[src/rtl/alu_exec_unit.sv]
`default_nettype none
// ============================================================================
//  Module      : alu_exec_unit
//  Description : Execute-stage ALU. Decodes ALUop/op_code/func3/func7 into a
//                4-bit operation, computes the RV32I/RV64I integer result and
//                holds it in a valid/ready output register. An optional
//                bit-serial shifter replaces the barrel shifter.
//  Revision    : 1.0 - initial release
// ============================================================================
module alu_exec_unit #(
   parameter int XLEN         = 32,
   parameter bit SHIFT_SERIAL = 1'b0
) (
   input  logic            clk,
   input  logic            rst,
   input  logic            flush,
   input  logic            in_valid,
   output logic            in_ready,
   input  logic [1:0]      ALUop,
   input  logic [6:0]      op_code,
   input  logic [2:0]      func3,
   input  logic [6:0]      func7,
   input  logic [XLEN-1:0] src_a,
   input  logic [XLEN-1:0] src_b,
   output logic            out_valid,
   input  logic            out_ready,
   output logic [XLEN-1:0] result,
   output logic            zero,
   output logic [3:0]      alu_control
);

   localparam int SHW = $clog2(XLEN);

   localparam logic [3:0] c_OP_ADD   = 4'b0000;
   localparam logic [3:0] c_OP_SUB   = 4'b0001;
   localparam logic [3:0] c_OP_AND   = 4'b0010;
   localparam logic [3:0] c_OP_OR    = 4'b0011;
   localparam logic [3:0] c_OP_XOR   = 4'b0100;
   localparam logic [3:0] c_OP_SLT   = 4'b0101;
   localparam logic [3:0] c_OP_SLTU  = 4'b0110;
   localparam logic [3:0] c_OP_SLL   = 4'b0111;
   localparam logic [3:0] c_OP_SRL   = 4'b1000;
   localparam logic [3:0] c_OP_SRA   = 4'b1001;
   localparam logic [3:0] c_OP_PASSB = 4'b1010;

   localparam logic [6:0] c_OPC_REG  = 7'b0110011;

   typedef enum logic [0:0] {
      ST_IDLE  = 1'b0,
      ST_SHIFT = 1'b1
   } state_t;

   state_t          r_state;
   state_t          w_state_nxt;
   logic [3:0]      w_op;
   logic [XLEN-1:0] w_alu;
   logic [XLEN-1:0] w_step;
   logic [SHW-1:0]  w_shamt;
   logic            w_slt;
   logic            w_sltu;
   logic            w_is_shift;
   logic            w_go_serial;
   logic            w_accept;
   logic            w_cnt_zero;
   logic [XLEN-1:0] r_sh_val;
   logic [3:0]      r_sh_op;
   logic [SHW-1:0]  r_cnt;
   logic            w_unused_func7;

   // Only func7[5] distinguishes SUB/SRA; the remaining bits are don't-care.
   assign w_unused_func7 = ^{func7[6], func7[4:0]};

   assign w_shamt     = src_b[SHW-1:0];
   assign w_slt       = $signed(src_a) < $signed(src_b);
   assign w_sltu      = src_a < src_b;
   assign w_is_shift  = (w_op == c_OP_SLL) || (w_op == c_OP_SRL) || (w_op == c_OP_SRA);
   assign w_go_serial = SHIFT_SERIAL && w_is_shift && (w_shamt != '0);
   assign in_ready    = rst && !flush && (r_state == ST_IDLE) && (!out_valid || out_ready);
   assign w_accept    = in_valid && in_ready;
   assign w_cnt_zero  = (r_cnt == '0);

   // ALU control decode from the main-decoder ALUop and instruction fields.
   always_comb begin
      w_op = c_OP_ADD;
      case (ALUop)
         2'b00:   w_op = c_OP_ADD;
         2'b01:   w_op = c_OP_SUB;
         2'b11:   w_op = c_OP_PASSB;
         default: begin
            case (func3)
               // ADDI shares funct3 with ADD/SUB but has no func7 field.
               3'b000:  w_op = ((op_code == c_OPC_REG) && func7[5]) ? c_OP_SUB : c_OP_ADD;
               3'b001:  w_op = c_OP_SLL;
               3'b010:  w_op = c_OP_SLT;
               3'b011:  w_op = c_OP_SLTU;
               3'b100:  w_op = c_OP_XOR;
               3'b101:  w_op = func7[5] ? c_OP_SRA : c_OP_SRL;
               3'b110:  w_op = c_OP_OR;
               default: w_op = c_OP_AND;
            endcase
         end
      endcase
   end

   // Single-cycle datapath, including the barrel shifter.
   always_comb begin
      w_alu = '0;
      case (w_op)
         c_OP_ADD:   w_alu = src_a + src_b;
         c_OP_SUB:   w_alu = src_a - src_b;
         c_OP_AND:   w_alu = src_a & src_b;
         c_OP_OR:    w_alu = src_a | src_b;
         c_OP_XOR:   w_alu = src_a ^ src_b;
         c_OP_SLT:   w_alu = {{(XLEN-1){1'b0}}, w_slt};
         c_OP_SLTU:  w_alu = {{(XLEN-1){1'b0}}, w_sltu};
         c_OP_SLL:   w_alu = src_a << w_shamt;
         c_OP_SRL:   w_alu = src_a >> w_shamt;
         c_OP_SRA:   w_alu = $signed(src_a) >>> w_shamt;
         c_OP_PASSB: w_alu = src_b;
         default:    w_alu = '0;
      endcase
   end

   // One-bit step of the serial shifter.
   always_comb begin
      w_step = r_sh_val;
      case (r_sh_op)
         c_OP_SLL: w_step = {r_sh_val[XLEN-2:0], 1'b0};
         c_OP_SRL: w_step = {1'b0, r_sh_val[XLEN-1:1]};
         c_OP_SRA: w_step = {r_sh_val[XLEN-1], r_sh_val[XLEN-1:1]};
         default:  w_step = r_sh_val;
      endcase
   end

   // Next state: enter SHIFT on a serial shift accept, leave on done or flush.
   always_comb begin
      w_state_nxt = r_state;
      case (r_state)
         ST_IDLE:  if (w_accept && w_go_serial) w_state_nxt = ST_SHIFT;
         ST_SHIFT: if (flush || w_cnt_zero)     w_state_nxt = ST_IDLE;
         default:  w_state_nxt = ST_IDLE;
      endcase
   end

   // State register.
   always_ff @(posedge clk) begin
      if (!rst) r_state <= ST_IDLE;
      else      r_state <= w_state_nxt;
   end

   // Output register and serial shifter registers.
   always_ff @(posedge clk) begin
      if (!rst) begin
         out_valid   <= 1'b0;
         result      <= '0;
         zero        <= 1'b0;
         alu_control <= c_OP_ADD;
         r_sh_val    <= '0;
         r_sh_op     <= c_OP_ADD;
         r_cnt       <= '0;
      end else if (flush) begin
         // Result fields intentionally keep their stale contents.
         out_valid <= 1'b0;
         r_cnt     <= '0;
      end else if (r_state == ST_SHIFT) begin
         if (w_cnt_zero) begin
            result      <= r_sh_val;
            zero        <= (r_sh_val == '0);
            alu_control <= r_sh_op;
            out_valid   <= 1'b1;
         end else begin
            r_sh_val <= w_step;
            r_cnt    <= r_cnt - SHW'(1);
         end
      end else if (w_accept) begin
         if (w_go_serial) begin
            r_sh_val  <= src_a;
            r_sh_op   <= w_op;
            r_cnt     <= w_shamt;
            out_valid <= 1'b0;
         end else begin
            result      <= w_alu;
            zero        <= (w_alu == '0);
            alu_control <= w_op;
            out_valid   <= 1'b1;
         end
      end else if (out_ready) begin
         out_valid <= 1'b0;
      end
   end

endmodule
`default_nettype wire

[config.mk]
export PLATFORM = sky130hd
export DESIGN_NAME = alu_exec_unit
export DESIGN_NICKNAME = d
export VERILOG_FILES = /design/src/rtl/alu_exec_unit.sv
export SDC_FILE = /design/constraint.sdc
export NUM_CORES = 1
export LEC_CHECK = 0
export ABC_CLOCK_PERIOD_IN_PS = 16650
export CELL_PAD_IN_SITES_DETAIL_PLACEMENT = 0
export CELL_PAD_IN_SITES_GLOBAL_PLACEMENT = 1
export CORE_ASPECT_RATIO = 0.7
export CORE_UTILIZATION = 30
export CTS_CLUSTER_DIAMETER = 120
export DETAILED_ROUTE_END_ITERATION = 10
export PLACE_DENSITY = 0.59
export SYNTH_ARGS = -nofsm -noshare
export SYNTH_HDL_FRONTEND = slang
export SYNTH_SLANG_ARGS = --single-unit
[constraint.sdc]
create_clock -name clk -period 16.65 [get_ports clk]
set_clock_uncertainty 0.05 [all_clocks]
set_input_delay 4.995 -clock clk [delete_from_list [all_inputs] [get_ports clk]]
set_output_delay 4.995 -clock clk [all_outputs]
set_load 0.03 [all_outputs]
==> results_dict.tcl, run 1 <==
set metrics [dict create \
    clockBufferDepth 2 \
    clock-sinks 44 \
    max_stage_delay_ps 740 \
    fin_tns_setup_ps 0 \
    pre_cts_slack_ps 4430 \
    fp.coreArea_mm2 0.04096 \
    worstMarginPinSlew_ps 1286 \
    worstSetupPathType "in2out" \
    ctsResizeCount 0 \
    cpLargestDelayFamily "buffers and inverters" \
    met2_length_um 27550 \
    crit_buf_inv 3 \
    wl_met1_um 32740 \
    setup_viol 0 \
    synth_ff_type "dfxtp_1" \
    routedWlPerCell_um 30.22 \
    highest_layer "met5" \
    period_share_pct 73.42 \
    p_leak_nw 5.508 \
    firstDrtPassIters 7 \
    yosys.area.top_type "ha_1" \
    row_count 62 \
    cp.required_ps 11600 \
    postSynthAreaPerCell_um2 7.186 \
    layout-drive-gt1-share_pct 8.869 \
    grt_pass1_wl_um 100500 \
    ant_nets 0 \
    drt_wl_total_um 69620 \
    cts_inserted_buffers 5 \
    grt-ovfl-total 0 \
    dieWidth_um 245.6 \
    power_density_mw_per_mm2 47.81 \
    io_buffer_count 120 \
    slew_headroom_pct 12.02 \
    synthTopCellsByCount "nor2_1, nand2_1, a21oi_1" \
    area_growth_pct 14.07 \
    vias_per_cell 6.449 \
    grt.total_usage_pct 32.23 \
    clock_latency_ps 300 \
    grt_pass1_vias 13760 \
    finalCriticalPeriod_ps 12220 \
    synth_seq_cells 44 \
    synth_top_area_share_pct 10.54 \
    worst_slack_ps 4426 \
    clk_pin_slew_ps 60 \
    postCtsSetupBuffers 0 \
    synth_edf_count 0 \
    cts_max_level 2 \
    max_freq_mhz 81.81 \
    grt_antenna_before_repair 4 \
    remaining_drc_errors 0 \
    reg2reg_slack_ps 11820 \
    slew_violations 0 \
    crit_slowest_cell "clkdlybuf4s50_1" \
    tritoncts "built" \
    maxCapViolCount 0 \
    fillers 4480 \
    nets 1954 \
    critPathArrivalTime_ps 7180 \
    wl_met3_um 7624 \
    hold_path.class "reg2reg" \
    drt_iter0_markers 2396 \
    hpwl_um 54910 \
    die-area_mm2 0.04237 \
    yosysMostFrequentCell "nor2_1" \
    synth_cell_type_count 89 \
    ir_worst_vdd_v 0.00005307 \
    yosys-top-cells-area "ha_1, mux4_2, dfxtp_1" \
    fp.dieH_um 172.5 \
    crit_fanout 38 \
    initial_utilization_pct 30.42 \
    synthArstFlopShare_pct 0 \
    yosysSeqAreaShare_pct 7.069 \
    crit_top_cell "clkdlybuf4s50_1" \
    grt_max_degree 65 \
    via_count 14860 \
    rsz0062_at_grt "false" \
    ys.warnings.count 0 \
    place_inst 2296 \
    io_pins 127 \
    status "complete, no violations" \
    worstSetupEndpointType "primary output" \
    path_cells "clkdlybuf4s50_1, buf_4, nand2b_1, nor3_1, clkdlybuf4s50_1" \
    cts_root_buffer "clkbuf_16" \
    globalplace.congestion 1.022 \
    synth_nets 1929 \
    holdBufCountCts 0 \
    whs_ps 381.8 \
    critPathLaunchType "input pin" \
    finalNonFillerCells 2304 \
    synth_area_mm2 0.01246 \
    syn_inst 1734 \
    hold_viol 0 \
]
[area by class of cell]
type / instances / area [µm²] / share of cell area, %
clock buffers: 6 / 128.9 / 0.9067
well taps: 544 / 680.7 / 4.789
flip-flops and latches: 44 / 880.8 / 6.197
inverters: 108 / 405.4 / 2.852
repair buffers: 170 / 1559 / 10.97
multi-input cells: 1430 / 10550 / 74.23
diodes: 1 / 2.502 / 0.01761
clock inverters: 1 / 5.005 / 0.03521
[cells in the final DEF, fill, tap and decap left out, drive strengths merged, types with 18 or more instances in the layout]
cell,count
a211oi,29
a21oi,129
a221oi,21
a22oi,48
and2,18
buf,54
clkdlybuf4s50,115
dfxtp,44
ha,105
inv,107
mux2i,73
mux4,56
nand2,147
nand2b,24
nand3,43
nand4,18
nor2,163
nor2b,47
nor3,41
nor4,20
o211ai,32
o21ai,84
o31ai,24
xnor2,27
[registers in the layout (all words and copies together) (netlist names)]
| signal | cells |
|---|---|
| alu_control | 4 |
| out_valid | 1 |
| r_cnt | 5 |
| r_state | 1 |
| result | 32 |
| zero | 1 |
[cells by family (layout without fill, tap and decap cells)]
family | after synthesis | in the layout | share of synthesized area (%)
AOI/OAI and AO/OA | 566 | 566 | 31.31
buffers and inverters | 260 | 285 | 8.324
other | 0 | 1 | 0
DFF | 44 | 44 | 7.069
xor gates and xnor gates | 28 | 28 | 1.968
and+or+nand+nor | 584 | 584 | 23.00
muxes | 145 | 145 | 17.46
adders and majority gates | 107 | 107 | 10.86
[worst min-delay path, stage by stage (launching register included)]
cell and delay, ps:
dfxtp_1 310, inv_1 50, a311oi_1 30
[path summary, 6_finish.rpt]
| path | depth (start not counted) | startpoint | endpoint |
|---|---|---|---|
| worst max register to register | 13 | out_valid | zero |
| worst max-delay path | 5 | rst | in_ready |
| worst min register to register | 2 | r_cnt[4] | r_cnt[4] |
| worst min-delay path | 2 | r_cnt[4] | r_cnt[4] |
[per-layer routing]
metal | vias up | global-route usage, %
met3 | 84 | 8.628
met1 | 7353 | 49.43
met2 | 838 | 43.51
li1 | 6581 | -
met4 | 2 | 7.350
met5 | - | 0
[power by group]
group | switching, mW | internal (mW) | total, mW
registers | 0.00219 | 0.109 | 0.111
logic | 0.307 | 0.164 | 0.471
clock network | 0.0430 | 0.0547 | 0.0976
total | 0.352 | 0.328 | 0.680
[stage by stage]
| stage | area, µm² | utilization [%] | power, mW |
|---|---|---|---|
| floorplan | 12460 | - | 0.3928 |
| global route | 14210 | 34.70 | 0.7130 |
| CTS | 14210 | 34.70 | 0.6662 |
| detailed placement | 14080 | 34.37 | 0.5659 |
| global placement | 14080 | 34.37 | 0.5676 |
| finish | 14210 | 34.70 | 0.6795 |
(Power assumes the default switching activity.)
==> inputs of run 2 (changes only) <==
--- a/config.mk
+++ b/config.mk
@@ -5,7 +5,7 @@
 export SDC_FILE = /design/constraint.sdc
 export NUM_CORES = 1
 export LEC_CHECK = 0
-export ABC_CLOCK_PERIOD_IN_PS = 16650
+export ABC_CLOCK_PERIOD_IN_PS = 12200
 export CELL_PAD_IN_SITES_DETAIL_PLACEMENT = 0
 export CELL_PAD_IN_SITES_GLOBAL_PLACEMENT = 1
 export CORE_ASPECT_RATIO = 0.7
==> constraint.sdc (replaced) <==
create_clock -name clk -period 12.2 [get_ports clk]
set_clock_uncertainty 0.05 [all_clocks]
set_input_delay 3.66 -clock clk [delete_from_list [all_inputs] [get_ports clk]]
set_output_delay 3.66 -clock clk [all_outputs]
set_load 0.03 [all_outputs]
==> results_dict.tcl, run 2 (synthesis gave the netlist of run 1 again) <==
set metrics [dict create \
    netSwitchingPower_mw 0.4810 \
    seqCellArea_um2 880.8 \
    row_count 62 \
    cp.required_ps 8490 \
    slew_headroom_pct 18.77 \
    worstSetupPathType "in2out" \
    max_freq_mhz 104.7 \
    drt_wl_total_um 70210 \
    fillers 4487 \
    clockPowerShare_pct 17.9 \
    layout-drive-gt1-share_pct 8.817 \
    postCtsSetupBuffers 0 \
    cts_inserted_buffers 5 \
    setup_viol 0 \
    r2r_cells 12 \
    vias_per_cell 6.463 \
    power_density_mw_per_mm2 68.00 \
    clk_pin_slew_ps 70 \
    remaining_drc_errors 0 \
    fp.coreArea_mm2 0.04096 \
    power_mw 0.9696 \
    gr-usage-met1_pct 47.49 \
    maxCapViolCount 0 \
    routedWlPerCell_um 30.47 \
    hold_viol 0 \
    firstDrtPassIters 9 \
    rsz0062_at_grt "false" \
    grt_util_met3_pct 11.22 \
    multi_input_area_mm2 0.01055 \
    clock_latency_ps 300 \
    area_growth_pct 14.42 \
    internal_power_mw 0.4885 \
    mostFrequentLayoutCell "nor2_1" \
    grt_antenna_before_repair 1 \
    hpwl_um 55070 \
    io_pins 127 \
    tritoncts "built" \
    fp.dieH_um 172.5 \
    cts_root_buffer "clkbuf_16" \
    largest_reg_flops 32 \
    p_leak_nw 5.525 \
    nets 1953 \
    grt_pass1_wl_um 100300 \
    status "complete, no violations" \
    period_share_pct 78.26 \
    top_register "result" \
    die-area_mm2 0.04237 \
    mostFrequentLayoutCells "nor2_1, nand2_1, a21oi_1" \
    top_usage_layer "met1" \
    worstMarginPinSlew_ps 1188 \
    comb_power_share_pct 66.4 \
    initial_utilization_pct 30.42 \
    seqPwrFrac_pct 15.7 \
    io_buffer_count 120 \
    slew_violations 0 \
    globalplace.congestion 1.027 \
    crit_fanout 38 \
    ctsResizeCount 0 \
    finalCriticalPeriod_ps 9547 \
    drt_iter0_markers 2133 \
    ir_worst_vdd_v 0.00005907 \
    dieWidth_um 245.6 \
    grt.met2_usage_pct 43.84 \
    whs_ps 396.1 \
    hold_path_depth 2 \
    grt-ovfl-total 0 \
    switching_share_pct 49.61 \
    via_count 14890 \
    clock-sinks 44 \
    cts_max_level 2 \
    fin_tns_setup_ps 0 \
    grt_pass1_vias 13690 \
    grt.total_usage_pct 32.17 \
    clockBufferDepth 2 \
    grt_max_degree 67 \
    worstSetupEndpointType "primary output" \
    hold_path.class "reg2reg" \
    reg.largest.list "result: 32 flops, r_cnt: 5 flops, alu_control: 4 flops" \
    holdBufCountCts 0 \
    critPathArrivalTime_ps 5840 \
    critPathLaunchType "input pin" \
    ant_nets 0 \
]
## run 2: final cells by class
type / count / area share, %
clock buffer: 5 / 0.8776
antenna: 2 / 0.03510
multi-input combinational: 1430 / 73.99
inverter: 108 / 2.843
clock inverter: 2 / 0.4212
tap: 544 / 4.774
sequential: 44 / 6.178
timing repair buffer: 169 / 10.88
## run 2: worst max-delay path: stages
cell,delay (ps)
clkdlybuf4s50_1,450
buf_4,310
nand2b_1,270
nor3_1,360
clkdlybuf4s50_1,770
## run 2: final timing paths
| path | from | to | slack, ps |
|---|---|---|---|
| setup / recovery | rst | in_ready | 2650 |
| hold / removal | r_cnt[4] | r_cnt[4] | 400 |
| setup reg to reg | r_state | zero | 7430 |
| hold reg to reg | r_cnt[4] | r_cnt[4] | 400 |
## run 2: power groups by stage
stage | registers [mW] | logic, mW | clock network (mW)
3_3_place_gp | 0.155 | 0.618 | 0
2_1_floorplan | 0.165 | 0.371 | 0
5_1_grt | 0.153 | 0.674 | 0.186
4_1_cts | 0.152 | 0.619 | 0.178
6_report | 0.152 | 0.644 | 0.174
3_5_place_dp | 0.155 | 0.616 | 0
## run 2: layer usage
layer  routed length [µm]  up-vias  part of all wire [%]
met2                27920      935                    40
met1                31530     7291                    45
li1                     -     6573                     -
met5                    0        -                     0
met4                 1705        0                   2.4
met3                 9050       91                    13
## run 2: metrics by stage
step                      utilization, %  instance area [µm²]  std cells  setup WS (ps)
after floorplan                        -                12460       1734           3763
final                              34.81                14260       2304           2653
after global placement             34.34                14070       2295           2662
after CTS                          34.80                14250       2302           2637
after global routing               34.80                14250       2302           2341
after detailed placement           34.34                14070       2295           2644
==> inputs of run 3 (changes only) <==
--- a/config.mk
+++ b/config.mk
@@ -5,7 +5,7 @@
 export SDC_FILE = /design/constraint.sdc
 export NUM_CORES = 1
 export LEC_CHECK = 0
-export ABC_CLOCK_PERIOD_IN_PS = 12200
+export ABC_CLOCK_PERIOD_IN_PS = 9550
 export CELL_PAD_IN_SITES_DETAIL_PLACEMENT = 0
 export CELL_PAD_IN_SITES_GLOBAL_PLACEMENT = 1
 export CORE_ASPECT_RATIO = 0.7
==> constraint.sdc (replaced) <==
create_clock -name clk -period 9.55 [get_ports clk]
set_clock_uncertainty 0.05 [all_clocks]
set_input_delay 2.865 -clock clk [delete_from_list [all_inputs] [get_ports clk]]
set_output_delay 2.865 -clock clk [all_outputs]
set_load 0.03 [all_outputs]
==> results_dict.tcl, run 3 (synthesis gave the netlist of run 1 again) <==
set metrics [dict create \
    slew_headroom_pct 16.57 \
    clock_latency_ps 300 \
    grt_pass1_vias 13970 \
    place_inst 2321 \
    fp.coreArea_mm2 0.04096 \
    ant_nets 0 \
    grt-ovfl-total 0 \
    maxCapViolCount 0 \
    reg.largest.list "result: 32 flops, r_cnt: 5 flops, alu_control: 4 flops" \
    routedWlPerCell_um 30.45 \
    die-area_mm2 0.04237 \
    clk_pin_slew_ps 70 \
    remaining_drc_errors 0 \
    layout-drive-gt1-share_pct 10.20 \
    initial_utilization_pct 30.42 \
    path_cells "clkdlybuf4s50_1, inv_1, ha_1, nor2_1, a221oi_1, a211oi_1, o31ai_1, a21oi_1, a311oi_1, a21boi_1, o32ai_1, or3_1, or3_1, or4b_1, o32ai_2" \
    row_count 62 \
    worstSetupPathType "in2reg" \
    grt.total_usage_pct 32.74 \
    slew_violations 0 \
    critPathLaunchType "input pin" \
    period_share_pct 86.47 \
    whs_ps 390.5 \
    cts_max_level 2 \
    rsz0062_at_grt "false" \
    drt_wl_total_um 71010 \
    cp.required_ps 9710 \
    clockBufferDepth 2 \
    cpLargestDelayFamily "compound AO/OA/AOI/OAI gates" \
    grt_max_degree 76 \
    crit_slowest_cell "clkdlybuf4s50_1" \
    hold_path.class "reg2reg" \
    cts_inserted_buffers 5 \
    postCtsSetupBuffers 0 \
    clock-sinks 44 \
    worstSetupEndpointType "flip-flop" \
    max_freq_mhz 121.1 \
    io_pins 127 \
    tritoncts "built" \
    crit_buf_inv 2 \
    grt_antenna_before_repair 4 \
    power_mw 1.232 \
    ctsResizeCount 0 \
    worstMarginPinSlew_ps 1251 \
    cts_root_buffer "clkbuf_16" \
    ir_worst_vdd_v 0.00006009 \
    hold_viol 0 \
    drt_iter0_markers 2319 \
    power_density_mw_per_mm2 85.17 \
    p_leak_nw 5.649 \
    area_growth_pct 16.08 \
    top_register "result" \
    fp.dieH_um 172.5 \
    nets 1979 \
    status "complete, no violations" \
    critPathArrivalTime_ps 8420 \
    hpwl_um 56910 \
    via_count 15290 \
    finalCriticalPeriod_ps 8258 \
    mostFrequentLayoutCell "nor2_1" \
    fin_tns_setup_ps 0 \
    final_util_pct 35.31 \
    dieWidth_um 245.6 \
    max_stage_delay_ps 880 \
    setup_viol 0 \
    largest_reg_flops 32 \
    grt_pass1_wl_um 102100 \
    globalplace.congestion 1.015 \
    vias_per_cell 6.557 \
    crit_fanout 14 \
    finalNonFillerCells 2332 \
    holdBufCountCts 0 \
    io_buffer_count 120 \
    mostFrequentLayoutCells "nor2_1, nand2_1, a21oi_1" \
    crit_top_cell "or3_1" \
    firstDrtPassIters 8 \
]
[run 3: changes by cell type in the layout (fill, tap and decap cells not counted), sizes merged]
| cell | before | now |
|---|---|---|
| clkinvlp | 0 | 1 |
| bufinv | 2 | 1 |
| buf | 53 | 79 |
| diode | 2 | 3 |
| clkinv | 1 | 2 |
[run 3: metrics by stage]
step	worst slack [ps]	cell area, µm²
2_1_floorplan	2051	12460
3_3_place_gp	1211	14290
3_5_place_dp	1135	14290
4_1_cts	1448	14460
5_1_grt	996.5	14460
6_report	1292	14460
[run 3: area by class of cell]
| cell class | instances | area (µm²) |
|---|---|---|
| clock inverter | 3 | 42.54 |
| fill | 4454 | 26500 |
| timing repair buffer | 195 | 1772 |
| multi-input combinational | 1430 | 10550 |
| antenna | 3 | 7.507 |
| sequential | 44 | 880.8 |
| clock buffer | 5 | 125.1 |
| inverter | 108 | 405.4 |
| tap | 544 | 680.7 |
[run 3: layer usage]
metal | GRT usage (%) | share of wire, % | up-vias
met5 | 0 | 0.018 | -
met4 | 6.522 | 2.2 | 2
met3 | 7.911 | 12 | 93
met2 | 45.31 | 40 | 993
met1 | 50.18 | 46 | 7559
li1 | - | - | 6643
[run 3: worst register-to-register path, stage by stage (launching register included)]
cell	delay [ps]
dfxtp_1	410
nor3_1	380
nand2_1	350
a21oi_1	220
o21ai_0	80
buf_4	200
a211oi_1	200
nor4b_2	390
or4b_1	500
nor4_1	330
buf_4	190
nand4b_1	110
or4b_1	550
o32ai_2	220
[run 3: power breakdown]
part / switching (mW) / internal [mW]
Sequential: 0.00360 / 0.190
Clock: 0.0781 / 0.123
Combinational: 0.544 / 0.293
Total: 0.625 / 0.607
[run 3: path summary, 6_finish.rpt]
| check | end | startpoint | slack [ps] | cells after the start |
|---|---|---|---|---|
| hold reg to reg | r_cnt[4] | r_cnt[4] | 390 | 2 |
| hold / removal | r_cnt[4] | r_cnt[4] | 390 | 2 |
| setup / recovery | zero | src_a[4] | 1290 | 15 |
| setup reg to reg | zero | r_state | 5280 | 13 |
